<file path="src/rtl/serial_add_ctrl_pkg.sv">
// Shared definitions for the bit-serial adder: FSM state encodings and the
// counter-width helper used to size the bit counter.
// No ports; imported by serial_add_ctrl.
package serial_add_ctrl_pkg;

  typedef enum logic [1:0] {
    IDLE = 2'd0,
    RUN  = 2'd1,
    DONE = 2'd2
  } state_t;

  // Ceiling log2 with a floor of 1, so a counter always has at least one bit.
  function automatic int clog2_min1(input int v);
    int r;
    r = 0;
    while ((1 << r) < v) r = r + 1;
    return (r < 1) ? 1 : r;
  endfunction

endpackage

</file>
<file path="src/rtl/serial_add_ctrl_fa_cell.sv">
// Single-bit full adder, purely combinational.
// Ports: A, B, Ci (addend bits and carry-in) -> S (sum bit), Co (carry-out).
// Zero latency; no state, no flow control.
module fa_cell (
  input  logic A,
  input  logic B,
  input  logic Ci,
  output logic S,
  output logic Co
);

  logic p;

  assign p  = A ^ B;
  assign S  = p ^ Ci;
  assign Co = (A & B) | (Ci & p);

endmodule

</file>
<file path="src/rtl/serial_add_ctrl.sv">
// Bit-serial ripple-carry adder: one fa_cell reused LSB-first, one bit per clock.
// Ports: clk/rst_n; in_valid/in_ready with a, b, cin; out_valid/out_ready with
// sum, cout (registered, held while out_valid); busy high in RUN or DONE.
// Latency WIDTH cycles from accept to out_valid; one op per WIDTH+2 cycles.
module serial_add_ctrl
  import serial_add_ctrl_pkg::*;
#(
  parameter int WIDTH = 8
) (
  input  logic             clk,
  input  logic             rst_n,
  input  logic             in_valid,
  output logic             in_ready,
  input  logic [WIDTH-1:0] a,
  input  logic [WIDTH-1:0] b,
  input  logic             cin,
  output logic             out_valid,
  input  logic             out_ready,
  output logic [WIDTH-1:0] sum,
  output logic             cout,
  output logic             busy
);

  localparam int CNT_W = clog2_min1(WIDTH);
  localparam logic [CNT_W-1:0] LAST = CNT_W'(WIDTH - 1);

  state_t           state, next_state;
  logic [WIDTH-1:0] a_sh, b_sh, sum_sh;
  logic             carry;
  logic [CNT_W-1:0] cnt;
  logic             s, co;
  logic [WIDTH-1:0] sum_next;

  fa_cell u_fa (
    .A  (a_sh[0]),
    .B  (b_sh[0]),
    .Ci (carry),
    .S  (s),
    .Co (co)
  );

  // New sum bit enters at the MSB so after WIDTH shifts bit 0 sits at the LSB.
  assign sum_next = {s, sum_sh[WIDTH-1:1]};

  always_ff @(posedge clk or negedge rst_n) begin
    if (!rst_n) begin
      state <= IDLE;
    end else begin
      state <= next_state;
    end
  end

  always_comb begin
    next_state = state;
    in_ready   = 1'b0;
    out_valid  = 1'b0;
    busy       = 1'b0;
    case (state)
      IDLE: begin
        in_ready = 1'b1;
        if (in_valid) next_state = RUN;
      end
      RUN: begin
        busy = 1'b1;
        if (cnt == LAST) next_state = DONE;
      end
      DONE: begin
        busy      = 1'b1;
        out_valid = 1'b1;
        if (out_ready) next_state = IDLE;
      end
      default: next_state = IDLE;
    endcase
  end

  always_ff @(posedge clk or negedge rst_n) begin
    if (!rst_n) begin
      a_sh   <= '0;
      b_sh   <= '0;
      sum_sh <= '0;
      carry  <= 1'b0;
      cnt    <= '0;
      sum    <= '0;
      cout   <= 1'b0;
    end else begin
      case (state)
        IDLE: begin
          if (in_valid) begin
            a_sh   <= a;
            b_sh   <= b;
            carry  <= cin;
            cnt    <= '0;
            sum_sh <= '0;
          end
        end
        RUN: begin
          sum_sh <= sum_next;
          a_sh   <= {1'b0, a_sh[WIDTH-1:1]};
          b_sh   <= {1'b0, b_sh[WIDTH-1:1]};
          carry  <= co;
          cnt    <= cnt + CNT_W'(1);
          // sum/cout are only updated here, so they hold after DONE exits.
          if (cnt == LAST) begin
            sum  <= sum_next;
            cout <= co;
          end
        end
        default: begin
        end
      endcase
    end
  end

endmodule
</file>
<file path="config.mk">
export PLATFORM = sky130hd
export DESIGN_NAME = serial_add_ctrl
export DESIGN_NICKNAME = d
export VERILOG_FILES = /design/src/rtl/serial_add_ctrl_pkg.sv /design/src/rtl/serial_add_ctrl_fa_cell.sv /design/src/rtl/serial_add_ctrl.sv
export SDC_FILE = /design/constraint.sdc
export NUM_CORES = 1
export LEC_CHECK = 0
export ABC_AREA = 0
export CORE_ASPECT_RATIO = 0.9
export CORE_MARGIN = 2
export CORE_UTILIZATION = 54
export CTS_CLUSTER_SIZE = 14
export DETAILED_ROUTE_END_ITERATION = 10
export GPL_ROUTABILITY_DRIVEN = 0
export PLACE_DENSITY_LB_ADDON = 0.3
export REMOVE_ABC_BUFFERS = 1
export SYNTH_ARGS = -nofsm -noshare
export SYNTH_HDL_FRONTEND = slang
export SYNTH_SLANG_ARGS = --single-unit
</file>
<file path="constraint.sdc">
create_clock -name clk -period 3.5 [get_ports clk]
set_input_delay 0.525 -clock clk [delete_from_list [all_inputs] [get_ports clk]]
set_output_delay 0.525 -clock clk [all_outputs]
set_load 0.02 [all_outputs]
</file>
==> run_summary.xml <==
<?xml version="1.0" encoding="UTF-8"?>
<metrics>
  <group name="routing">
    <metric name="avgViaCountPerCell" unit="">5.364</metric>
    <metric name="drt_wl_total" unit="um">3040</metric>
    <metric name="avgRoutedWirePerCell" unit="um">14.21</metric>
    <metric name="via_count" unit="">1148</metric>
    <metric name="antenna_violating_nets_post_route" unit="">0</metric>
    <metric name="initial_drt_pass_iterations" unit="">6</metric>
    <metric name="drt-initial-drc-count" unit="">29</metric>
    <metric name="detail_route.drc_violations" unit="">0</metric>
  </group>
  <group name="synthesis">
    <metric name="ys_seq_elements" unit="">38</metric>
    <metric name="synth.distinct_cells" unit="">21</metric>
    <metric name="synth.avg_cell_area" unit="um^2">12.38</metric>
    <metric name="syn_inst" unit="">137</metric>
    <metric name="seq_area_frac_synth" unit="">0.5605</metric>
    <metric name="yosysWarningCount" unit="">0</metric>
    <metric name="syn-cell-area" unit="mm^2">0.001697</metric>
  </group>
  <group name="global_route">
    <metric name="grt_start_max_net_pins" unit="">41</metric>
    <metric name="grt_pass1_vias" unit="">1152</metric>
    <metric name="overflow" unit="">0</metric>
    <metric name="groute.usage.overall" unit="">0.1932</metric>
    <metric name="wire_length_of_the_first_global_routing_pass" unit="um">5306</metric>
    <metric name="grt_antenna_before_repair" unit="">0</metric>
  </group>
  <group name="outcome">
    <metric name="status" unit="">complete, no violations</metric>
  </group>
  <group name="sta">
    <metric name="min_period" unit="ns">2.337</metric>
    <metric name="fin_crit_sh" unit="">0.6676</metric>
    <metric name="tightestPinTransition" unit="ns">0.9678</metric>
    <metric name="fmax" unit="GHz">0.4280</metric>
    <metric name="finalHoldViolations" unit="">0</metric>
    <metric name="slew_violations" unit="">0</metric>
    <metric name="timing.max_slew.rel_slack" unit="">0.3410</metric>
    <metric name="rsz_0062_raised_after_global_routing" unit="">no</metric>
    <metric name="hold-worst-slack" unit="ns">0.2608</metric>
    <metric name="setup_violations" unit="">0</metric>
    <metric name="final.setup_skew" unit="ns">0.01500</metric>
    <metric name="final.setup.tns" unit="ns">0</metric>
  </group>
  <group name="placed_design">
    <metric name="dp_cells" unit="">206</metric>
    <metric name="portBuffers" unit="">32</metric>
    <metric name="detailed_place.area" unit="mm^2">0.002032</metric>
    <metric name="place.detailed.hpwl" unit="um">2097</metric>
  </group>
  <group name="run">
    <metric name="timing.max_cap.violations" unit="">0</metric>
  </group>
  <group name="worst_setup_path">
    <metric name="critical-path-slowest-cell" unit="">sky130_fd_sc_hd__clkdlybuf4s50_1</metric>
    <metric name="number_of_buffers_and_inverters_on_the_critical_path" unit="">2</metric>
    <metric name="timing.critical_path.from" unit="">state[0]</metric>
    <metric name="cp.required" unit="ns">2.97</metric>
    <metric name="critical_path_cell_count" unit="">3</metric>
    <metric name="endpoint" unit="">in_ready</metric>
    <metric name="cpPeakStageDelay" unit="ns">0.66</metric>
    <metric name="setup.worst_path.start_class" unit="">register</metric>
    <metric name="worst_path_dominant_cell_family" unit="">buffers and inverters</metric>
    <metric name="worstPathCellList" unit="">inv_1, ha_1, clkdlybuf4s50_1</metric>
    <metric name="timing_worst_setup_path_type" unit="">register to output port</metric>
    <metric name="rr_startpoint" unit="">state[0]</metric>
    <metric name="cp.arrival" unit="ns">1.81</metric>
    <metric name="crit_path_end_kind" unit="">output port</metric>
    <metric name="r2r_setup_slack" unit="ns">1.40</metric>
    <metric name="worstPathMaxFanout" unit="">7</metric>
    <metric name="rr_endpoint" unit="">b_sh[1]</metric>
    <metric name="worst_r2r_path_depth" unit="">4</metric>
  </group>
  <group name="clock_network">
    <metric name="tritoncts_clock_tree" unit="">built</metric>
    <metric name="worst_skew_pair.late_latency" unit="ns">0.34</metric>
    <metric name="hold_buffers" unit="">0</metric>
    <metric name="cts.htree.levels" unit="">2</metric>
    <metric name="clock_path_buffers" unit="">2</metric>
    <metric name="cts_inserted_buffers" unit="">5</metric>
    <metric name="cts_root_buffer" unit="">sky130_fd_sc_hd__clkbuf_4</metric>
    <metric name="cts_setup_buffers" unit="">0</metric>
    <metric name="cts-resized-gates" unit="">0</metric>
    <metric name="clkSinkCount" unit="">38</metric>
    <metric name="cts.reportedPaths.clkPinSlew" unit="ns">0.11</metric>
  </group>
  <group name="cells_and_area">
    <metric name="area.growth.synth_to_final" unit="%">24.19</metric>
    <metric name="finalNonFillerCells" unit="">214</metric>
    <metric name="nNetsFinal" unit="">198</metric>
    <metric name="fin_area" unit="mm^2">0.002107</metric>
    <metric name="layout-drive-gt1-share" unit="">0.1221</metric>
    <metric name="antennaDiodeCount" unit="">0</metric>
  </group>
  <group name="floorplan">
    <metric name="dieArea" unit="mm^2">0.003607</metric>
    <metric name="boundary_pin_count" unit="">33</metric>
    <metric name="core-area" unit="mm^2">0.003019</metric>
    <metric name="die_height" unit="um">57.18</metric>
    <metric name="fp-row-count" unit="">19</metric>
    <metric name="initial_util" unit="">0.5620</metric>
    <metric name="floorplan.die.width" unit="um">63.09</metric>
  </group>
  <group name="power_and_ir_drop">
    <metric name="vdd_drop_max" unit="mV">0.5454</metric>
    <metric name="pwr_density_cell" unit="mW/mm^2">828.8</metric>
    <metric name="power.leakage" unit="nW">0.9890</metric>
  </group>
  <group name="worst_hold_path">
    <metric name="hp-class" unit="">input pin to async pin</metric>
  </group>
</metrics>
cells by family (layout without fill, tap and decap cells):
logic type	Yosys count	in the layout	share of synthesized area
AND/OR/NAND/NOR	25	25	0.07080
buffers and inverters	10	45	0.03760
adder cells (fa/ha/maj)	6	6	0.04867
multiplexers	26	26	0.1652
AO/OA/AOI/OAI	32	32	0.1173
flip-flops	38	38	0.5605
routing by layer:
layer | GRT usage | up-vias | wire length, um
met5 | 0 | - | 0
met4 | 0.06984 | 0 | 19
met3 | 0.06706 | 2 | 164
met2 | 0.3176 | 32 | 1477
met1 | 0.2399 | 562 | 1377
li1 | - | 552 | -
sequential cells by signal, indices dropped and copies added, names as in the netlist:
name	count
a_sh	8
b_sh	8
sum	8
sum_sh	7
cnt	3
state	2
carry	1
cout	1
worst reg2reg max path: stages (launching register included):
cell	delay [ns]
sky130_fd_sc_hd__dfrtp_1	0.42
sky130_fd_sc_hd__inv_1	0.09
sky130_fd_sc_hd__ha_1	0.31
sky130_fd_sc_hd__mux2i_4	0.86
sky130_fd_sc_hd__o21ai_0	0.26
layout make-up:
cell class / count / area, um^2
Clock buffer: 7 / 45.04
Clock inverter: 1 / 30.03
Fill cell: 241 / 912.1
Inverter: 4 / 15.01
Multi-Input combinational cell: 89 / 690.7
Sequential cell: 38 / 950.9
Tap cell: 42 / 52.55
Timing Repair Buffer: 33 / 322.8
synth_stat cells, drive strengths merged:
master,instances,area share
dfrtp,38,0.56
nand2,18,0.041
o21ai,17,0.050
mux2i,16,0.097
mux2,10,0.069
a22o,9,0.046
buf,5,0.026
ha,5,0.037
a31oi,4,0.015
inv,4,0.0088
nand2b,3,0.011
a21oi,2,0.0059
and3,2,0.0074
and2b,1,0.0044
clkbuf,1,0.0029
fa,1,0.012
nor2,1,0.0066
worst min path at each step:
stage           endpoint  slack, ns  cells after the start
6_report          sum[0]       0.26                      1
5_1_grt        sum_sh[2]       0.31                      1
4_1_cts           sum[0]       0.28                      1
3_5_place_dp     a_sh[2]       0.48                      2
3_3_place_gp     b_sh[5]       0.46                      2
2_1_floorplan    a_sh[0]       0.23                      0
metrics by stage:
step	power, W	setup slack, ns	utilization
after floorplan	0.001221	1.211	-
after global placement	0.001427	1.359	0.6730
after detailed placement	0.001474	1.210	0.6730
after CTS	0.001765	1.131	0.6979
after global routing	0.001884	1.077	0.6979
final	0.001746	1.163	0.6979
placed cells by master (no fill, tap or decap):
cell type | synthesis | routed
sky130_fd_sc_hd__dfrtp_1 | 38 | 38
sky130_fd_sc_hd__clkdlybuf4s50_1 | 0 | 31
sky130_fd_sc_hd__nand2_1 | 17 | 17
sky130_fd_sc_hd__o21ai_0 | 17 | 17
sky130_fd_sc_hd__mux2i_1 | 15 | 15
sky130_fd_sc_hd__mux2_2 | 9 | 9
sky130_fd_sc_hd__a22o_1 | 9 | 9
sky130_fd_sc_hd__ha_1 | 5 | 5
sky130_fd_sc_hd__clkbuf_4 | 0 | 5
sky130_fd_sc_hd__inv_1 | 4 | 4
sky130_fd_sc_hd__a31oi_1 | 4 | 4
sky130_fd_sc_hd__nand2b_1 | 3 | 3
sky130_fd_sc_hd__and3_1 | 2 | 2
sky130_fd_sc_hd__a21oi_1 | 2 | 2
sky130_fd_sc_hd__clkbuf_1 | 0 | 2
sky130_fd_sc_hd__nand2_2 | 1 | 1
sky130_fd_sc_hd__mux2i_4 | 0 | 1
sky130_fd_sc_hd__and2b_1 | 1 | 1
sky130_fd_sc_hd__nor2_4 | 1 | 1
sky130_fd_sc_hd__mux2_4 | 1 | 1
sky130_fd_sc_hd__fa_1 | 1 | 1
sky130_fd_sc_hd__bufinv_16 | 0 | 1
sky130_fd_sc_hd__buf_2 | 2 | 1
sky130_fd_sc_hd__buf_4 | 0 | 1
power by group:
| group | total, W | internal (W) | switching (W) |
|---|---|---|---|
| Sequential | 0.000728 | 0.000616 | 0.000112 |
| Clock | 0.000288 | 0.000152 | 0.000136 |
| Combinational | 0.000731 | 0.000344 | 0.000386 |
| Total | 0.00175 | 0.00111 | 0.000634 |
Power figures use the tool's default switching activity.
==> patch (same flow settings) <==
`WIDTH`: 8 -> 6.
--- a/src/rtl/serial_add_ctrl.sv
+++ b/src/rtl/serial_add_ctrl.sv
@@ -5,7 +5,7 @@
 module serial_add_ctrl
   import serial_add_ctrl_pkg::*;
 #(
-  parameter int WIDTH = 8
+  parameter int WIDTH = 6
 ) (
   input  logic             clk,
   input  logic             rst_n,
Interface: changed (resized a, b and sum); port bits go from 33 to 27. The function was not compared with the original's and may differ.
==> patch against the unedited design <==
Wire length shrank 27%; non-clock buffer count down 4; sequential power decreased by 21%; final area is 17% lower; worst setup slack improved by 0.11 ns; synthesized area shrank 18%; sequential cell count decreased by 8; power is 9.7% lower; synthesized cell count shrank 16%; register-to-register slack improved by 0.20 ns.
==> patch: results (changes against the unedited design) <==
* GR met1 Demand/Resource at 0.181 (-0.0593)
* Relative slew slack at 0.726 (+0.385)
* Worst EP arrival at 1.70 ns (-0.11 ns)
* Distinct cells, synth at 21 (unchanged)
* Overall global routing resource usage at 0.175 (-0.0185)
* Resize count post-CTS at 0 (unchanged)
* CP Max Fanout at 5 (-2)
* R2r endpoint: sum_sh[1]
* Pleak at 0.808 nW (-18%)
* TritonCTS Buffers at 5 (unchanged)
* First-pass DRT Iterations at 2 (-4)
* Vias in the first global route at 914 (-21%)
* Detailed-placement wirelength estimate at 1630 um (-22%)
* M3 GR Usage at 0.0765 (+0.00948)
* Min-Delay Path Class: flop to flop
* Largest vdd supply drop at 0.819 mV (+50%)
* Setup WS pre-CTS at 1.60 ns (+0.386 ns)
* Seq/Total Area, Yosys at 0.538 (-0.0228)
* Worst-Skew Late Latency at 0.32 ns (-0.02 ns)
* Reg2Reg Depth at 6 (+2)
* Share of post-route cells with drive strength above 1 at 0.0952 (-0.0269)
* DR vias/cell at 5.27 (-1.7%)
* First-pass GRT wire length at 3820 um (-28%)
* DRT iter0 DRCs at 15 (-48%)
* Reg2reg start: state[1]
* Dominant cells by area after synthesis: dfrtp_1 54%, mux2i_1 7.9%, mux2_1 6.5%
* Total Nets Final at 169 (-15%)
* # H-tree levels at 2 (unchanged)
* Root buffer cell: clkbuf_4
* WHS Path Cells at 2
* # fillers at 179 (-26%)
* Worst hold margin at 0.489 ns (+0.229 ns)
* Status: finished, final reports clean
* Ant diodes at 0 (unchanged)
* Largest registers: a_sh (6), b_sh (6), sum (6)
* Pin count of the biggest net entering global routing at 35 (-15%)
* Final worst slack at 1.28 ns (+0.113 ns)
* Clk_skew at 0.00391 ns (-0.0111 ns)
* CTS clk-pin slew, worst paths at 0.09 ns (-0.02 ns)
* PortBufs at 26 (-19%)
* Initial antenna violation count at 0 (unchanged)
* M2 GR Usage at 0.313 (-0.00513)
* Sw power at 593 uW (-6.6%)
* Setup_tns at 0 ns (unchanged)
* Most frequent cells after synthesis: 30 x dfrtp_1, 19 x nand2_1, 15 x o21ai_1
* Drt total wl at 2230 um (-27%)
-- patch: changes by cell type in the layout (fill, tap and decap cells not counted), sizes merged, moves of 4 or more --
cell	change
mux2i	-4
a31oi	-4
a22o	-4
dfrtp	-8
clkdlybuf4s50	-5
-- patch: critical path: stages, from the launching register on --
cell,delay (ns)
dfrtp_1,0.41
inv_1,0.08
ha_1,0.25
clkdlybuf4s50_1,0.64
-- patch: how the worst max path moves through the flow --
stage                         from        end  depth (start not counted)
after CTS                 state[0]   in_ready                          3
after global placement    state[0]   in_ready                          3
after global routing      state[0]   in_ready                          3
after detailed placement  state[1]  sum_sh[5]                          6
after floorplan           state[1]     cnt[2]                          5
final                     state[1]   in_ready                          3
-- patch: final cells by class --
cell class / instances / share of cell area
multi-input combinational: 77 / 0.336
sequential: 30 / 0.430
tap: 28 / 0.0201
inverter: 3 / 0.00646
timing repair buffer: 29 / 0.162
clock buffer: 8 / 0.0452
-- patch: logic make-up after synthesis --
group | synth area share
compound gates | 0.107
simple gates | 0.100
buf+inv | 0.0430
fa+ha+maj | 0.0591
flops | 0.538
mux | 0.153
-- patch: power groups by stage --
stage          registers [mW]  logic (mW)  clock network [mW]
2_1_floorplan           0.601       0.503                   0
3_3_place_gp            0.580       0.735                   0
3_5_place_dp            0.589       0.760                   0
4_1_cts                 0.581       0.762               0.258
5_1_grt                 0.597       0.837               0.274
6_report                0.578       0.750               0.248
-- patch: stage by stage --
stage / std cells / instance area [sq um] / total power, mW
global route: 175 / 1740 / 1.71
CTS: 175 / 1740 / 1.60
global placement: 167 / 1670 / 1.31
finish: 175 / 1740 / 1.58
detailed placement: 167 / 1670 / 1.35
floorplan: 110 / 1350 / 1.10
-- patch: per-layer routing --
layer	vias to the layer above	share of wire
li1	458	-
met1	440	0.41
met2	23	0.52
met3	2	0.061
met4	0	0.0045
met5	-	0
